--- config.mk ---
export PLATFORM = sky130hd
export DESIGN_NAME = key_event_gen
export DESIGN_NICKNAME = d
export VERILOG_FILES = /design/src/rtl/key_event_gen.sv
export SDC_FILE = /design/constraint.sdc
export NUM_CORES = 1
export LEC_CHECK = 0
export ABC_AREA = 1
export CAP_MARGIN = 5
export CELL_PAD_IN_SITES_DETAIL_PLACEMENT = 1
export CELL_PAD_IN_SITES_GLOBAL_PLACEMENT = 2
export CORE_ASPECT_RATIO = 0.75
export CORE_MARGIN = 2
export CORE_UTILIZATION = 30
export CTS_CLUSTER_SIZE = 12
export DETAILED_ROUTE_END_ITERATION = 10
export MAX_ROUTING_LAYER = met4
export PLACE_DENSITY = 0.77
export RECOVER_POWER = 100
export REMOVE_ABC_BUFFERS = 1
export SETUP_SLACK_MARGIN = 0.3
export SYNTH_ARGS = -nofsm -noshare
export SYNTH_HDL_FRONTEND = slang
export SYNTH_SLANG_ARGS = --single-unit
--- constraint.sdc ---
create_clock -name clk_50M -period 3.95 [get_ports clk_50M]
set_input_delay 0.79 -clock clk_50M [delete_from_list [all_inputs] [get_ports clk_50M]]
set_output_delay 0.79 -clock clk_50M [all_outputs]
set_load 0.01 [all_outputs]
--- src/rtl/key_event_gen.sv ---
// Pushbutton conditioner: two-flop sync, press/release debounce, press strobe, long-press flag.
// Define KEY_REPEAT_EN to also strobe at hold expiry and every REP_CYC cycles while held.
module key_event_gen #(
    parameter int unsigned NUM_KEYS    = 2,
    parameter int unsigned CLK_FREQ    = 50000000,
    parameter int unsigned DEBOUNCE_MS = 20,
    parameter int unsigned HOLD_MS     = 1000,
    parameter int unsigned REPEAT_MS   = 200
) (
    input  logic                clk_50M,
    input  logic                rst,
    input  logic [NUM_KEYS-1:0] key_n,
    output logic [NUM_KEYS-1:0] key_pulse,
    output logic [NUM_KEYS-1:0] key_level,
    output logic [NUM_KEYS-1:0] key_long
);

    localparam int unsigned DEB_CYC  = CLK_FREQ / 1000 * DEBOUNCE_MS;
    localparam int unsigned HOLD_CYC = CLK_FREQ / 1000 * HOLD_MS;
    localparam int unsigned REP_CYC  = CLK_FREQ / 1000 * REPEAT_MS;

    localparam int unsigned MAX_DH  = (DEB_CYC > HOLD_CYC) ? DEB_CYC : HOLD_CYC;
    localparam int unsigned MAX_CYC = (MAX_DH > REP_CYC) ? MAX_DH : REP_CYC;
    localparam int unsigned CNT_W   = $clog2(MAX_CYC);

    localparam logic [CNT_W-1:0] DEB_LAST  = CNT_W'(DEB_CYC - 1);
    localparam logic [CNT_W-1:0] HOLD_LAST = CNT_W'(HOLD_CYC - 1);
`ifdef KEY_REPEAT_EN
    localparam logic [CNT_W-1:0] REP_LAST  = CNT_W'(REP_CYC - 1);
`endif

    typedef enum logic [2:0] {
        StIdle,
        StDebP,
        StPressed,
        StRepeat,
        StDebR
    } state_e;

    for (genvar g = 0; g < NUM_KEYS; g++) begin : g_key
        logic             sync1_q;
        logic             sync2_q;
        logic             pressed;
        state_e           state_q;
        logic [CNT_W-1:0] cnt_q;
        logic             pulse_q;
        logic             level_q;
        logic             long_q;

        // Flops reset to released so a key held through reset must re-debounce.
        always_ff @(posedge clk_50M) begin
            if (rst) begin
                sync1_q <= 1'b1;
                sync2_q <= 1'b1;
            end else begin
                sync1_q <= key_n[g];
                sync2_q <= sync1_q;
            end
        end

        assign pressed = ~sync2_q;

        always_ff @(posedge clk_50M) begin
            if (rst) begin
                state_q <= StIdle;
                cnt_q   <= '0;
                pulse_q <= 1'b0;
                level_q <= 1'b0;
                long_q  <= 1'b0;
            end else begin
                pulse_q <= 1'b0;
                unique case (state_q)
                    StIdle: begin
                        if (pressed) begin
                            state_q <= StDebP;
                            cnt_q   <= '0;
                        end
                    end
                    StDebP: begin
                        if (!pressed) begin
                            state_q <= StIdle;
                            cnt_q   <= '0;
                        end else if (cnt_q == DEB_LAST) begin
                            state_q <= StPressed;
                            cnt_q   <= '0;
                            pulse_q <= 1'b1;
                            level_q <= 1'b1;
                        end else begin
                            cnt_q <= cnt_q + 1'b1;
                        end
                    end
                    StPressed: begin
                        if (!pressed) begin
                            state_q <= StDebR;
                            cnt_q   <= '0;
                        end else if (cnt_q == HOLD_LAST) begin
                            state_q <= StRepeat;
                            cnt_q   <= '0;
                            long_q  <= 1'b1;
`ifdef KEY_REPEAT_EN
                            pulse_q <= 1'b1;
`endif
                        end else begin
                            cnt_q <= cnt_q + 1'b1;
                        end
                    end
                    StRepeat: begin
                        if (!pressed) begin
                            state_q <= StDebR;
                            cnt_q   <= '0;
`ifdef KEY_REPEAT_EN
                        end else if (cnt_q == REP_LAST) begin
                            cnt_q   <= '0;
                            pulse_q <= 1'b1;
                        end else begin
                            cnt_q <= cnt_q + 1'b1;
                        end
`else
                        end
`endif
                    end
                    StDebR: begin
                        // long_q doubles as the return target: set only in REPEAT or
                        // in a release debounce entered from REPEAT.
                        if (pressed) begin
                            state_q <= long_q ? StRepeat : StPressed;
                            cnt_q   <= '0;
                        end else if (cnt_q == DEB_LAST) begin
                            state_q <= StIdle;
                            cnt_q   <= '0;
                            level_q <= 1'b0;
                            long_q  <= 1'b0;
                        end else begin
                            cnt_q <= cnt_q + 1'b1;
                        end
                    end
                    default: begin
                        state_q <= StIdle;
                        cnt_q   <= '0;
                    end
                endcase
            end
        end

        assign key_pulse[g] = pulse_q;
        assign key_level[g] = level_q;
        assign key_long[g]  = long_q;
    end

endmodule

==> results_dict.tcl, run 1 <==
set metrics [dict create \
    status "complete, no violations" \
    floorplan.initialDensity 0.3061 \
    clk_latency_worst_skew_pair_ns 0.35 \
    vias_per_cell 4.890 \
    postCtsSetupBuffers 0 \
    htree_num_levels 3 \
    total_leakage_power_uw 0.001768 \
    global_route.usage.met2 0.2391 \
    netlist.area_leader.share 0.3246 \
    crit_end "g_key[1].cnt_q[15]" \
    die_h_um 106.4 \
    grt_antenna_before_repair 0 \
    n_antenna_cell 0 \
    power.density_cell_area_mw_per_mm2 453.5 \
    timing.critical_path.arrival_ns 2.73 \
    layout_cells_excl_fill 808 \
    final_weighted_congestion_in_routability_driven_placement 0.8763 \
    synth.top_cells.by_area "sky130_fd_sc_hd__dfxtp_1 (32%), sky130_fd_sc_hd__nand2_1 (12%), sky130_fd_sc_hd__inv_1 (7.4%)" \
    design.die.area_sq_mm 0.01495 \
    fraction_of_layout_instances_using_a_drive_strength_above_1 0.1169 \
    firstDrtPassIters 4 \
    r2r_setup_slk_ns 1.46 \
    seq_area_frac_synth 0.3246 \
    share_of_async_settable_or_async_resettable_flops_after_synthesis 0 \
    commonest_register_cell_after_synthesis "sky130_fd_sc_hd__dfxtp_1" \
    crit_required_ns 4.19 \
    numPortBuffers 9 \
    fillCellCount 1732 \
    synth_edf_count 0 \
    avg_synthesized_cell_area_sq_um 6.721 \
    r2r-end "g_key[1].cnt_q[15]" \
    drt_drc_violations_left 0 \
    vias 3951 \
    rsz0062_at_grt "false" \
    vdd_ir_drop_max_v 0.0002356 \
    finalClockSkew_ns 0.008368 \
    tritoncts "yes" \
    syn_inst 624 \
    maxSlewViolCount 0 \
    critical_path.reg2reg.startpoint "g_key[1].cnt_q[0]" \
    drt-initial-drc-count 219 \
    wl_mm 11.97 \
    crit_path_end_kind "flop" \
    placedCellCount 793 \
    maxCapViolCount 0 \
    worst-path-max-fanout 12 \
    achievable-frequency_mhz 401.3 \
    timing.final.setup_violations 0 \
    place.detailed.hpwl_mm 9.116 \
    pre_cts_slack_ns 1.736 \
    cell_int_power_uw 1281 \
    crit_type "flop to flop" \
    layout.nets 635 \
    timing_worst_slew_pin_value_ns 1.157 \
    period_minus_slack_ns 2.492 \
    power.sequential.fraction 0.380 \
    hold_fails_final_rpt 0 \
    p_sw_frac 0.3768 \
    number_of_instances_resized_during_post_cts_repair 0 \
    clockRootBuffer "sky130_fd_sc_hd__clkbuf_16" \
    grt_first_pass_wirelength_mm 19.78 \
    grt_util_met3 0.04685 \
    timing.slew.headroom 0.2290 \
    floorplan.io_pins 10 \
    setup_crit_start "g_key[1].cnt_q[0]" \
    yosysWarningCount 0 \
    fp_rows 37 \
    p_sw_uw 774.3 \
    cts.sinks 68 \
    critPathLaunchType "flop" \
    holdBufCountCts 0 \
    grt_remaining_overflow 0 \
    finalSetupTns_ns 0 \
    ys_types 42 \
    cts_inserted_buffers 9 \
    share_comb_of_total_power 0.259 \
    layout.core_utilization 0.3307 \
    global_route.peak_usage_layer "met1" \
    global_route.usage.total 0.1728 \
    maximum_number_of_pins_on_one_net_before_global_route_repair 25 \
    gr-usage-met1 0.2496 \
    post-route-worst-setup-slack_ns 1.458 \
    die-width_um 140.5 \
    first_global_vias 3831 \
    netlist_area_sq_mm 0.004194 \
    number_of_buffers_between_clock_root_and_the_deepest_sink 2 \
    yosysTopAreaCell "sky130_fd_sc_hd__dfxtp_1" \
    core_sq_mm 0.01370 \
    cts.clk_slew.worst_paths_ns 0.06 \
    hold_path.class "flop to flop" \
    final.period_utilization 0.6309 \
    areaGrowthSynthToFinish_pct 8.055 \
    power.clock.fraction 0.361 \
    worstRegToRegCells 10 \
    ys_ff_latch 68 \
    worst_hold_slack_ns 0.4119 \
    wire_per_inst_um 14.81 \
    drt.antenna.violating_nets 0 \
]
cells by family after synthesis:
kind of cell             share of synthesized area
AO/OA/AOI/OAI                              0.08115
AND/OR/NAND/NOR                             0.4451
flip-flops                                  0.3246
XOR/XNOR                                   0.02297
buffers and inverters                       0.1202
adder cells (fa/ha/maj)                   0.005966
cell type report:
class / instances / area [sq um] / area share
clock buffers: 9 / 225.2 / 0.04970
clock inverters: 6 / 42.54 / 0.009387
inverters: 93 / 351.6 / 0.07758
multi-input cells: 446 / 2231 / 0.4923
flip-flops and latches: 68 / 1361 / 0.3004
well taps: 175 / 219.0 / 0.04832
repair buffers: 11 / 101.3 / 0.02236
power groups by stage:
stage               Combinational [uW]  Clock [uW]  Sequential (uW)
global route                       613         798              786
CTS                                578         772              780
global placement                   558           0              790
detailed placement                 575           0              795
floorplan                          398           0              783
finish                             533         742              780
critical path: stages, from the launching register on:
cell                       delay (ns)
sky130_fd_sc_hd__dfxtp_1         0.40
sky130_fd_sc_hd__ha_1            0.20
sky130_fd_sc_hd__nand2_1         0.19
sky130_fd_sc_hd__clkinv_1        0.10
sky130_fd_sc_hd__nand2_2         0.04
sky130_fd_sc_hd__nor2_1          0.18
sky130_fd_sc_hd__nand4_1         0.28
sky130_fd_sc_hd__nand2_1         0.21
sky130_fd_sc_hd__nand3_1         0.42
sky130_fd_sc_hd__nand2_1         0.28
sky130_fd_sc_hd__nor2_1          0.07
cell usage after synthesis (2+ instances only):
cell type,instances
sky130_fd_sc_hd__nand2_1,136
sky130_fd_sc_hd__inv_1,83
sky130_fd_sc_hd__dfxtp_1,68
sky130_fd_sc_hd__nor2_1,68
sky130_fd_sc_hd__nand3_1,46
sky130_fd_sc_hd__nand4_1,26
sky130_fd_sc_hd__a21oi_1,25
sky130_fd_sc_hd__nor2_2,23
sky130_fd_sc_hd__o21ai_0,20
sky130_fd_sc_hd__nand2_2,16
sky130_fd_sc_hd__nor3_1,16
sky130_fd_sc_hd__inv_2,9
sky130_fd_sc_hd__nor2_4,9
sky130_fd_sc_hd__xor2_1,7
sky130_fd_sc_hd__buf_4,6
sky130_fd_sc_hd__nor3_2,6
sky130_fd_sc_hd__nor4_1,6
sky130_fd_sc_hd__nand3_2,5
sky130_fd_sc_hd__or2_2,5
sky130_fd_sc_hd__buf_6,4
sky130_fd_sc_hd__o21bai_1,4
sky130_fd_sc_hd__xnor2_1,4
sky130_fd_sc_hd__a31oi_1,3
sky130_fd_sc_hd__buf_2,3
sky130_fd_sc_hd__nand3b_1,3
sky130_fd_sc_hd__a21oi_2,2
sky130_fd_sc_hd__buf_12,2
sky130_fd_sc_hd__clkbuf_1,2
sky130_fd_sc_hd__ha_1,2
sky130_fd_sc_hd__nand2_4,2
sky130_fd_sc_hd__o21ai_1,2
how the worst min path moves through the flow:
stage | startpoint | to | slack, ns | depth (start not counted)
after floorplan | g_key[0].sync1_q | g_key[0].sync2_q | 0.39 | 1
after global placement | g_key[1].sync1_q | g_key[1].sync2_q | 0.39 | 1
after detailed placement | g_key[1].sync1_q | g_key[1].sync2_q | 0.40 | 1
after CTS | g_key[1].sync1_q | g_key[1].sync2_q | 0.42 | 1
after global routing | g_key[1].sync1_q | g_key[1].sync2_q | 0.42 | 1
final | g_key[1].sync1_q | g_key[1].sync2_q | 0.41 | 1
cells in the final DEF (no fill, tap or decap), types with 5 or more instances in the layout:
cell,Yosys,layout
sky130_fd_sc_hd__nor2_4,9,7
sky130_fd_sc_hd__dfxtp_1,68,68
sky130_fd_sc_hd__nand2_1,136,141
sky130_fd_sc_hd__xor2_1,7,7
sky130_fd_sc_hd__nor2_2,23,12
sky130_fd_sc_hd__or2_2,5,5
sky130_fd_sc_hd__nand4_1,26,27
sky130_fd_sc_hd__dlygate4sd3_1,0,7
sky130_fd_sc_hd__inv_2,9,8
sky130_fd_sc_hd__nor4_1,6,6
sky130_fd_sc_hd__clkbuf_16,0,9
sky130_fd_sc_hd__nand3_1,46,48
sky130_fd_sc_hd__inv_1,83,83
sky130_fd_sc_hd__o21ai_0,20,20
sky130_fd_sc_hd__a21oi_1,25,26
sky130_fd_sc_hd__nand2_2,16,12
sky130_fd_sc_hd__nor3_1,16,18
sky130_fd_sc_hd__nor2_1,68,81
state kept, by name (all words and copies together), names as in the netlist:
signal and flops:
g_key.cnt_q 52, g_key.level_q 2, g_key.long_q 2, g_key.pulse_q 2, g_key.state_q 6, g_key.sync1_q 2
g_key.sync2_q 2
metrics by stage:
step	area (sq um)	total power [uW]
2_1_floorplan	4041	1181
3_3_place_gp	4365	1348
3_5_place_dp	4365	1370
4_1_cts	4633	2131
5_1_grt	4532	2197
6_report	4532	2055
routing by layer:
metal / part of all wire / wire (um) / vias to the layer above
li1: - / - / 2010
met1: 0.55 / 6521 / 1887
met2: 0.40 / 4829 / 45
met3: 0.043 / 515 / 9
met4: 0.0083 / 99 / 0
met5: 0 / 0 / -
(Power assumes the default switching activity.)
==> run 2, diff against run 1 <==
==> constraint.sdc (replaced) <==
create_clock -name clk_50M -period 2.3 [get_ports clk_50M]
set_input_delay 0.46 -clock clk_50M [delete_from_list [all_inputs] [get_ports clk_50M]]
set_output_delay 0.46 -clock clk_50M [all_outputs]
set_load 0.01 [all_outputs]
==> results_dict.tcl, run 2 (synthesized netlist as in run 1, its figures left out) <==
set metrics [dict create \
    first_global_vias 3922 \
    cts.clk_slew.worst_paths_ns 0.06 \
    hold_fails_final_rpt 0 \
    layout_top_registers "g_key.cnt_q x52, g_key.state_q x6" \
    die_h_um 106.4 \
    most-common-layout-cells "sky130_fd_sc_hd__nand2_1 (140), sky130_fd_sc_hd__inv_1 (83), sky130_fd_sc_hd__nor2_1 (76)" \
    layout.nets 639 \
    crit_required_ns 2.53 \
    largest-register "g_key.cnt_q" \
    routedLengthMet1_mm 6.577 \
    timing.critical_path.arrival_ns 2.32 \
    crit_path_end_kind "flop" \
    maxSlewViolCount 0 \
    rsz0062_at_grt "false" \
    fraction_of_layout_instances_using_a_drive_strength_above_1 0.1350 \
    worstRegToRegCells 10 \
    vias_per_cell 4.883 \
    holdBufCountCts 0 \
    wire_per_inst_um 14.97 \
    power.density_cell_area_mw_per_mm2 801.5 \
    hold_path.class "flop to flop" \
    vdd_ir_drop_max_v 0.0003926 \
    placed_area_sq_mm 0.004400 \
    die-width_um 140.5 \
    floorplan.io_pins 10 \
    worst-path-max-fanout 21 \
    r2r-end "g_key[1].cnt_q[15]" \
    route.top_layer_used "met4" \
    global_route.usage.total 0.1730 \
    drt-initial-drc-count 200 \
    period_minus_slack_ns 2.085 \
    grt_remaining_overflow 0 \
    critical_path.reg2reg.startpoint "g_key[1].cnt_q[1]" \
    cpLargestDelayFamily "buffers and inverters" \
    grt_antenna_before_repair 0 \
    cts.sinks 68 \
    drt.antenna.violating_nets 0 \
    critPathLaunchType "input pin" \
    total_leakage_power_uw 0.001829 \
    core_sq_mm 0.01370 \
    achievable-frequency_mhz 479.7 \
    worstPathCellList "clkdlybuf4s50_1 > clkbuf_1 > nor3_1 > a31o_2" \
    tritoncts "yes" \
    design.die.area_sq_mm 0.01495 \
    grt_first_pass_wirelength_mm 20.11 \
    numPortBuffers 9 \
    layout_cells_excl_fill 812 \
    largest_reg_flops 52 \
    htree_num_levels 3 \
    critical_path.max_stage_delay_ns 0.86 \
    areaGrowthSynthToFinish_pct 11.40 \
    placedCellCount 796 \
    cpMaxStageDelayCell "sky130_fd_sc_hd__clkbuf_1" \
    finalSetupTns_ns 0 \
    maximum_number_of_pins_on_one_net_before_global_route_repair 25 \
    critical_path.n_buffers_inverters 2 \
    cts_inserted_buffers 9 \
    drt_drc_violations_left 0 \
    place.detailed.hpwl_mm 9.080 \
    crit_type "input pin to flop" \
    worstSetupPathDepth 4 \
    timing_worst_slew_pin_value_ns 1.160 \
    final_weighted_congestion_in_routability_driven_placement 0.8075 \
    fp_rows 37 \
    wl_mm 12.15 \
    routed_wire_length_on_met3_um 546 \
    vias 3965 \
    maxCapViolCount 0 \
    final_cell_area_sq_mm 0.004672 \
    floorplan.initialDensity 0.3061 \
    mostFrequentLayoutCell "sky130_fd_sc_hd__nand2_1" \
    n_antenna_cell 0 \
    wl_met2_mm 4.905 \
    r2r_setup_slk_ns 0.34 \
    final.period_utilization 0.9064 \
    timing.slew.headroom 0.2269 \
    firstDrtPassIters 7 \
    clockRootBuffer "sky130_fd_sc_hd__clkbuf_16" \
    timing.final.setup_violations 0 \
    crit_end "g_key[0].level_q" \
    number_of_buffers_between_clock_root_and_the_deepest_sink 2 \
    setup_crit_start "rst" \
    clk_latency_worst_skew_pair_ns 0.34 \
    finalClockSkew_ns 0.007607 \
    layout.core_utilization 0.3409 \
    status "complete, no violations" \
]
==> run 2: worst reg2reg max path: stages, from the launching register on <==
cell                      delay, ns
sky130_fd_sc_hd__dfxtp_1       0.37
sky130_fd_sc_hd__ha_1          0.20
sky130_fd_sc_hd__nand2_2       0.10
sky130_fd_sc_hd__inv_2         0.06
sky130_fd_sc_hd__nand2_1       0.05
sky130_fd_sc_hd__nor2_1        0.30
sky130_fd_sc_hd__nand4_4       0.20
sky130_fd_sc_hd__nand2_4       0.15
sky130_fd_sc_hd__nand3_4       0.18
sky130_fd_sc_hd__nand2_1       0.17
sky130_fd_sc_hd__nor2_1        0.06
==> run 2: worst min path at each step <==
stage	start	to	depth (start not counted)	slack, ns
finish	g_key[1].sync1_q	g_key[1].sync2_q	1	0.41
global route	g_key[1].sync1_q	g_key[1].sync2_q	1	0.43
CTS	g_key[1].sync1_q	g_key[1].sync2_q	1	0.41
detailed placement	g_key[0].sync1_q	g_key[0].sync2_q	1	0.40
global placement	g_key[1].sync1_q	g_key[1].sync2_q	1	0.39
floorplan	g_key[0].sync1_q	g_key[0].sync2_q	1	0.39
==> run 2: where the power goes <==
part	leakage (uW)	switching [uW]	total [uW]	internal, uW
logic	0.00114	736	1030	293
registers	0.000551	85.6	1340	1250
clock network	0.000136	544	1380	834
==> run 2: cell type report <==
| class | count | area, sq um |
|---|---|---|
| fillers | 1729 | 9031 |
| well taps | 175 | 219.0 |
| multi-input cells | 446 | 2311 |
| flip-flops and latches | 68 | 1363 |
| repair buffers | 15 | 143.9 |
| inverters | 93 | 351.6 |
| clock buffers | 11 | 232.7 |
| clock inverters | 4 | 51.30 |
==> run 2: layer usage <==
metal  vias up  global-route usage
met4         0             0.04714
met3         9             0.03243
li1       2024                   -
met2        57              0.2461
met5         -                   -
met1      1875              0.2503
==> run 2: per-stage QoR <==
step                      setup WS, ns  hold WS, ns  total power (uW)
final                           0.2153       0.4079              3744
after global routing            0.1547       0.4291              3942
after CTS                       0.3389       0.4115              3770
after detailed placement        0.3148       0.3989              2367
after global placement          0.3485       0.3947              2348
after floorplan                 0.6706       0.3895              2029
==> run 2: repair_timing <==
item | in CTS | in global routing
resized for setup | 1 | 9
endpoints found under the setup margin | 3 | 47
cloned | 0 | 0
pin swaps | 0 | 1
buffers inserted | 0 | 1
